File: config.mk
export PLATFORM = sky130hd
export DESIGN_NAME = simple_bus_arbiter
export DESIGN_NICKNAME = d
export VERILOG_FILES = /design/src/rtl/simple_bus_arbiter.sv
export SDC_FILE = /design/constraint.sdc
export NUM_CORES = 1
export LEC_CHECK = 0
export CAP_MARGIN = 20
export CORE_ASPECT_RATIO = 0.7
export CORE_MARGIN = 2
export CORE_UTILIZATION = 39
export CTS_BUF_LIST = sky130_fd_sc_hd__clkbuf_4
export DETAILED_ROUTE_END_ITERATION = 10
export GPL_TIMING_DRIVEN = 1
export MAX_ROUTING_LAYER = met4
export PLACE_DENSITY = 0.83
export SLEW_MARGIN = 15
export SYNTH_ARGS = -nofsm -noshare
export SYNTH_HDL_FRONTEND = slang
export SYNTH_SLANG_ARGS = --single-unit
export TNS_END_PERCENT = 20
File: constraint.sdc
create_clock -name clk -period 2 [get_ports clk]
set_input_delay 0.2 -clock clk [delete_from_list [all_inputs] [get_ports clk]]
set_output_delay 0.2 -clock clk [all_outputs]
set_load 0.05 [all_outputs]
File: src/rtl/simple_bus_arbiter.sv
// -----------------------------------------------------------------------------
// simple_bus_arbiter
//
// Round-robin arbiter and transaction sequencer. Shares one simple_bus-style
// address/data path between NUM_MASTERS requesters and two slaves that split
// the address space at SPLIT_ADDR. One master is granted at a time; its
// request is latched onto the bus, the addressed slave gets a one-cycle start
// pulse, and once that slave reports rdy the master receives a one-cycle done
// pulse (with read data for reads).
//
// Optional feature macro: SIMPLE_BUS_ARB_TIMEOUT_EN
//   When defined, a WAIT-state watchdog ends a transaction with an error after
//   TIMEOUT_CYCLES cycles without rdy from the selected slave.
//   When undefined, WAIT holds until rdy and m_err is raised only for mode 11.
//
// Ports
//   clk        in   1                bus clock, all logic on posedge
//   rst_n      in   1                synchronous active-low reset
//   m_req      in   NUM_MASTERS      per-master request, held until m_done
//   m_addr     in   8*NUM_MASTERS    per-master address, master i at [8i+7:8i]
//   m_mode     in   2*NUM_MASTERS    per-master mode: 01 read, 10 write,
//                                    00 ignored, 11 illegal (error completion)
//   m_wdata    in   8*NUM_MASTERS    per-master write data
//   m_gnt      out  NUM_MASTERS      one-hot grant, high from GRANT to DONE
//   m_done     out  NUM_MASTERS      one-cycle completion pulse
//   m_err      out  NUM_MASTERS      qualifies m_done: transaction failed
//   m_rdata    out  8                read data, valid with m_done
//   bus_addr   out  8                latched address of the granted master
//   bus_mode   out  2                latched mode
//   bus_wdata  out  8                latched write data
//   bus_start  out  2                one-hot start pulse to slave 0/1
//   bus_rdy    in   2                per-slave completion
//   bus_rdata  in   8                slave read data, sampled with bus_rdy
//   busy       out  1                high whenever the FSM is not idle
// -----------------------------------------------------------------------------
module simple_bus_arbiter #(
   parameter int         NUM_MASTERS    = 4,
   parameter logic [7:0] SPLIT_ADDR     = 8'd128,
   parameter int         TIMEOUT_CYCLES = 64
) (
   input  logic                     clk,
   input  logic                     rst_n,
   input  logic [NUM_MASTERS-1:0]   m_req,
   input  logic [8*NUM_MASTERS-1:0] m_addr,
   input  logic [2*NUM_MASTERS-1:0] m_mode,
   input  logic [8*NUM_MASTERS-1:0] m_wdata,
   output logic [NUM_MASTERS-1:0]   m_gnt,
   output logic [NUM_MASTERS-1:0]   m_done,
   output logic [NUM_MASTERS-1:0]   m_err,
   output logic [7:0]               m_rdata,
   output logic [7:0]               bus_addr,
   output logic [1:0]               bus_mode,
   output logic [7:0]               bus_wdata,
   output logic [1:0]               bus_start,
   input  logic [1:0]               bus_rdy,
   input  logic [7:0]               bus_rdata,
   output logic                     busy
);

   localparam int IDX_W = (NUM_MASTERS > 1) ? $clog2(NUM_MASTERS) : 1;

   localparam logic [1:0] MODE_NONE    = 2'b00;
   localparam logic [1:0] MODE_READ    = 2'b01;
   localparam logic [1:0] MODE_ILLEGAL = 2'b11;

   // Elaboration-time guard on the supported parameter ranges.
   if (NUM_MASTERS < 2 || NUM_MASTERS > 8 || TIMEOUT_CYCLES < 1) begin : g_param_check
      $error("simple_bus_arbiter: parameter out of supported range");
   end

   typedef enum logic [2:0] {
      S_IDLE,
      S_GRANT,
      S_START,
      S_WAIT,
      S_DONE
   } state_t;

   state_t             r_state;
   state_t             w_next_state;

   logic [IDX_W-1:0]   r_win;        // index of the master being served
   logic [IDX_W-1:0]   r_last;       // last master served (round-robin pointer)
   logic               r_sel;        // 0: slave 0 (low half), 1: slave 1
   logic [7:0]         r_bus_addr;
   logic [1:0]         r_bus_mode;
   logic [7:0]         r_bus_wdata;
   logic [7:0]         r_rdata;
   logic               r_err;

   logic [NUM_MASTERS-1:0] w_elig;
   logic                   w_any;
   logic [IDX_W-1:0]       w_pick;
   logic [7:0]             w_pick_addr;
   logic [1:0]             w_pick_mode;
   logic [7:0]             w_pick_wdata;

`ifdef SIMPLE_BUS_ARB_TIMEOUT_EN
   localparam int CNT_W = (TIMEOUT_CYCLES > 1) ? $clog2(TIMEOUT_CYCLES) : 1;
   localparam logic [CNT_W-1:0] CNT_LAST = CNT_W'(TIMEOUT_CYCLES - 1);

   logic [CNT_W-1:0]   r_cnt;        // WAIT cycles already spent, minus one
   logic               w_timeout;

   assign w_timeout = (r_cnt == CNT_LAST);
`endif

   // --------------------------------------------------------------------------
   // Request qualification: mode 00 is never eligible.
   // --------------------------------------------------------------------------
   always_comb begin
      w_elig = '0;
      for (int i = 0; i < NUM_MASTERS; i++) begin
         w_elig[i] = m_req[i] && (m_mode[2*i +: 2] != MODE_NONE);
      end
   end

   // --------------------------------------------------------------------------
   // Round-robin pick: first eligible index after r_last, wrapping, so the
   // master just served is always considered last.
   // --------------------------------------------------------------------------
   always_comb begin
      int cand;
      cand   = 0;
      w_any  = 1'b0;
      w_pick = '0;
      for (int k = 1; k <= NUM_MASTERS; k++) begin
         cand = int'(r_last) + k;
         if (cand >= NUM_MASTERS) begin
            cand = cand - NUM_MASTERS;
         end
         if (!w_any && w_elig[cand[IDX_W-1:0]]) begin
            w_any  = 1'b1;
            w_pick = cand[IDX_W-1:0];
         end
      end
   end

   // Select the winner's request fields (constant slices keep the mux simple).
   always_comb begin
      w_pick_addr  = '0;
      w_pick_mode  = '0;
      w_pick_wdata = '0;
      for (int i = 0; i < NUM_MASTERS; i++) begin
         if (w_pick == IDX_W'(i)) begin
            w_pick_addr  = m_addr[8*i +: 8];
            w_pick_mode  = m_mode[2*i +: 2];
            w_pick_wdata = m_wdata[8*i +: 8];
         end
      end
   end

   // --------------------------------------------------------------------------
   // FSM state register
   // --------------------------------------------------------------------------
   // NOTE: sequential state uses non-blocking assignments so every register
   // samples pre-edge values, independent of process ordering.
   always_ff @(posedge clk) begin
      if (!rst_n) begin
         r_state <= S_IDLE;
      end else begin
         r_state <= w_next_state;
      end
   end

   // --------------------------------------------------------------------------
   // FSM next-state and Moore outputs
   // --------------------------------------------------------------------------
   // NOTE: every output gets a default before the case so no path leaves a
   // signal unassigned, which would otherwise infer a latch.
   always_comb begin
      w_next_state = r_state;
      m_gnt        = '0;
      m_done       = '0;
      m_err        = '0;
      bus_start    = '0;
      busy         = (r_state != S_IDLE);

      case (r_state)
         S_IDLE: begin
            if (w_any) begin
               w_next_state = S_GRANT;
            end
         end

         S_GRANT: begin
            m_gnt[r_win] = 1'b1;
            // Illegal mode completes with an error and never touches a slave.
            if (r_bus_mode == MODE_ILLEGAL) begin
               w_next_state = S_DONE;
            end else begin
               w_next_state = S_START;
            end
         end

         S_START: begin
            m_gnt[r_win]     = 1'b1;
            bus_start[r_sel] = 1'b1;
            w_next_state     = S_WAIT;
         end

         S_WAIT: begin
            m_gnt[r_win] = 1'b1;
            // Only the selected slave's rdy is honoured.
            if (bus_rdy[r_sel]) begin
               w_next_state = S_DONE;
            end
`ifdef SIMPLE_BUS_ARB_TIMEOUT_EN
            else if (w_timeout) begin
               w_next_state = S_DONE;
            end
`endif
         end

         S_DONE: begin
            m_gnt[r_win]  = 1'b1;
            m_done[r_win] = 1'b1;
            m_err[r_win]  = r_err;
            w_next_state  = S_IDLE;
         end

         default: begin
            w_next_state = S_IDLE;
         end
      endcase
   end

   // --------------------------------------------------------------------------
   // Transaction datapath: latched request, result and round-robin pointer.
   // --------------------------------------------------------------------------
   always_ff @(posedge clk) begin
      if (!rst_n) begin
         r_win       <= '0;
         r_last      <= IDX_W'(NUM_MASTERS - 1);   // master 0 wins first
         r_sel       <= 1'b0;
         r_bus_addr  <= '0;
         r_bus_mode  <= '0;
         r_bus_wdata <= '0;
         r_rdata     <= '0;
         r_err       <= 1'b0;
`ifdef SIMPLE_BUS_ARB_TIMEOUT_EN
         r_cnt       <= '0;
`endif
      end else begin
         case (r_state)
            S_IDLE: begin
               if (w_any) begin
                  r_win       <= w_pick;
                  r_sel       <= (w_pick_addr >= SPLIT_ADDR);
                  r_bus_addr  <= w_pick_addr;
                  r_bus_mode  <= w_pick_mode;
                  r_bus_wdata <= w_pick_wdata;
                  r_rdata     <= '0;
                  r_err       <= 1'b0;
               end
            end

            S_GRANT: begin
               if (r_bus_mode == MODE_ILLEGAL) begin
                  r_err <= 1'b1;
               end
            end

            S_START: begin
`ifdef SIMPLE_BUS_ARB_TIMEOUT_EN
               r_cnt <= '0;
`endif
            end

            S_WAIT: begin
               if (bus_rdy[r_sel]) begin
                  // Writes leave the returned data at zero.
                  if (r_bus_mode == MODE_READ) begin
                     r_rdata <= bus_rdata;
                  end
               end
`ifdef SIMPLE_BUS_ARB_TIMEOUT_EN
               else if (w_timeout) begin
                  r_err   <= 1'b1;
                  r_rdata <= '0;
               end else begin
                  r_cnt <= r_cnt + 1'b1;
               end
`endif
            end

            S_DONE: begin
               // Served master drops to lowest priority; bus returns to idle zeros.
               r_last      <= r_win;
               r_bus_addr  <= '0;
               r_bus_mode  <= '0;
               r_bus_wdata <= '0;
               r_rdata     <= '0;
               r_err       <= 1'b0;
            end

            default: begin
            end
         endcase
      end
   end

   assign bus_addr  = r_bus_addr;
   assign bus_mode  = r_bus_mode;
   assign bus_wdata = r_bus_wdata;
   assign m_rdata   = r_rdata;

endmodule

==> run metrics <==
die area 6090 um^2; antenna-violating nets left 0; number of design-rule violations left by the first detailed-router iteration 203; kind of start point of the critical path input pin; mean cell area of the mapped netlist around 7.9 um^2; most frequently used flop master after synthesis dfxtp_1; total number of vias 2731; max_cap viols 0; Root Driver clkbuf_4; area growth from synthesis to layout 81.8%; initial antenna violation count 0; Crit Path Max Fanout 12; max-slew violation total from the final report 0; Mapped Area 2140 um^2; Clock H-tree levels 2; total of hold buffers inserted after clock tree synthesis 0; total of buffers placed on input and output ports 128; share of synthesized cell area in and, or, nand and nor gates 0.253; cell with the biggest individual delay on the critical path clkdlybuf4s50_1; data arrival time of the critical path ~2.1 ns; horizontal extent of the die 92.5 um; flops & latches, synth 35; synthesized-area fraction occupied by ao, oa, aoi and oai cells 0.341; Post-Place Cells slightly below 500; Site Rows 22; Final setup violation count 0; effective utilization at floorplan 0.406; final instance count without filler cells 493; Switching Power 0.00107 W; via density per instance 5.54; clk_skew 0.00765 ns; combinational power share 0.503; buffer count from post-CTS setup fixing 0; fraction of power spent switching nets 0.416; Hold Fails Final Rpt 0; TritonCTS clock tree built; worst relative slew slack 0.647; synth top area cells dfxtp_1, a221oi_1, o221ai_1; standby leakage power approximately 1.4 nW; IO Pins 129; clk slew on worst S/H paths 0.12 ns; Synth async-reset ratio 0; internal cell power 0.00150 W; Period minus WS final 1.90 ns; total routed wirelength 7.66 mm; area occupied by multi-input gates 1340 um^2; post-synthesis cell count ~270; final period utilization 0.949; total nets after synthesis 360; # diodes 0; multiplexer share of the synthesized area 0.0141; pin count of the biggest net entering global routing 21; part of the total power dissipated in the clock network 0.157; worst skew pair latency approximately 0.35 ns; count of yosys warnings during synthesis 0; Reg area 704 um^2; vertical extent of the die 65.9 um; portion of synthesized cell area occupied by the leading cell type 0.328; fraction of the mapped netlist area in adder cells 0; setup repair after global routing missed its margin false; achievable clock frequency 527 MHz; pin slew with the least headroom to its limit 0.528 ns; number of global-route vias before repair 2623; number of synthesized flops with an enable pin 0; crit path cell chain clkdlybuf4s50_1, o21ai_1, nor2_1, a2111o_1, buf_4, a221oi_1, o21ai_0; share of total power in sequential cells 0.340; class of the most critical setup path in2reg; core footprint about 5300 um^2; slowest stage delay, CP 0.47 ns; average wire per cell in the routed design between 15 and 20 um; Hold WC Path Type in2reg; Final Net Count 508; Filler Cells Inserted 406; Finished Core Util 0.738; largest family of logic cells by synthesized area compound AO/OA/AOI/OAI gates; CP Data Required Time 2.24 ns; CTS Buf Count 5; outcome finished, final reports clean; HPWL after detailed placement between 5 and 6 mm; post-synthesis share of cell area spent on xor and xnor gates 0.00410; Clock Tree Buf Depth 2; post-synthesis sequential area ratio 0.328; Crit. End Element flip-flop; share of post-route cells with drive strength above 1 0.171; largest vdd supply drop 0.425 mV; GRT Resource Usage Total 0.264; power per standard cell area around 660 nW/um^2; Yosys cell types 46; grt ovf 0; wire length of the first global-routing pass 12.4 mm; post-route DRC violation count 0; largest area contributor in the netlist dfxtp_1; first-pass iteration count of the detailed router 5; routability-driven placement congestion ratio 0.947; TritonCTS sink count 35
-- through the flow --
stage               power, W  cell area, um^2  TNS (ns)  setup WS (ns)  hold slack [ns]
global placement     0.00214             3790     -3.75         -0.226            0.438
finish               0.00257             3880         0          0.102            0.399
detailed placement   0.00216             3790     -4.72         -0.292            0.444
global route         0.00271             3880         0        0.00145            0.382
floorplan            0.00159             2140     -2.32         -0.360            0.272
CTS                  0.00257             3880  -0.00362       -0.00362            0.385
-- kinds of logic after synthesis --
group           count (synthesis)
simple gates                  106
buf+inv                        28
flops                          35
xor+xnor                        1
mux                             3
compound gates                 99
-- final timing paths --
path	slack, ns	end	cells past startpoint	startpoint
worst min-delay path	0.40	m_rdata[2]$_SDFFE_PN0P_	3	bus_rdata[2]
worst max register to register	0.15	bus_wdata[2]$_SDFFE_PN0P_	5	r_last[1]$_SDFFE_PN1P_
worst min register to register	0.47	bus_addr[3]$_SDFFE_PN0P_	2	bus_addr[3]$_SDFFE_PN0P_
worst max-delay path	0.10	bus_wdata[2]$_SDFFE_PN0P_	7	m_mode[3]
-- cells in the final DEF, fill, tap and decap left out, drive strengths merged, types with 3 or more instances in the layout --
cell type / n
clkdlybuf4s50: 113
buf: 49
dfxtp: 35
nand2: 28
o21ai: 24
nor2: 23
a221oi: 19
o221ai: 16
a21oi: 14
nor2b: 12
nand3: 10
nand2b: 10
inv: 7
nor3: 7
and2b: 6
o21a: 6
clkbuf: 5
o211ai: 3
mux2i: 3
a32oi: 3
-- cell usage after synthesis, types with 2 or more instances --
| cell | instances |
|---|---|
| clkbuf_1 | 10 |
| nand2b_1 | 10 |
| a221oi_1 | 19 |
| nor2_1 | 23 |
| o221ai_1 | 16 |
| a21oi_1 | 14 |
| and2b_1 | 6 |
| nor3_1 | 7 |
| a211oi_1 | 2 |
| o21ai_0 | 19 |
| buf_2 | 9 |
| dfxtp_1 | 35 |
| mux2i_1 | 3 |
| nand3_1 | 10 |
| nor2b_1 | 12 |
| inv_1 | 7 |
| nor3b_1 | 2 |
| nand2_1 | 28 |
| a32oi_1 | 3 |
| o21ai_1 | 5 |
| o21a_1 | 5 |
| o211ai_1 | 3 |
-- critical path: cells and delay by family --
| kind | cells | cell delay (ns) |
|---|---|---|
| compound gates | 4 | 1.16 |
| simple gates | 1 | 0.11 |
| buf+inv | 2 | 0.68 |
-- state kept, by name, indices dropped and copies added, names as in the netlist --
| signal | flops |
|---|---|
| m_rdata | 8 |
| r_sel | 1 |
| r_state | 3 |
| bus_addr | 8 |
| bus_mode | 2 |
| r_err | 1 |
| bus_wdata | 8 |
| r_last | 2 |
| r_win | 2 |
-- repair_timing --
action	CTS	global route
endpoints found under the hold margin	0	0
setup endpoints to repair	5	23
gates resized for setup	6	4
-- layer usage --
layer | global-route usage | wire, um | up-vias
li1 | - | - | 1319
met1 | 0.344 | 3530 | 1275
met2 | 0.411 | 3330 | 128
met3 | 0.0696 | 725 | 9
met4 | 0.0653 | 65 | 0
met5 | - | 0 | -
-- area by class of cell --
cell class,count,area share
Tap cell,72,0.0232
Inverter,7,0.00677
Timing Repair Buffer,162,0.428
Sequential cell,35,0.181
Clock buffer,5,0.00967
Multi-Input combinational cell,209,0.346
Clock inverter,3,0.00516
-- power by group through the flow --
stage               registers (W)  logic [W]  clock network, W
detailed placement       0.000881    0.00128                 0
finish                   0.000873    0.00129          0.000404
global route             0.000885    0.00138          0.000447
floorplan                 0.00110   0.000495                 0
global placement         0.000876    0.00127                 0
CTS                      0.000868    0.00129          0.000411
(Power assumes the default switching activity.)
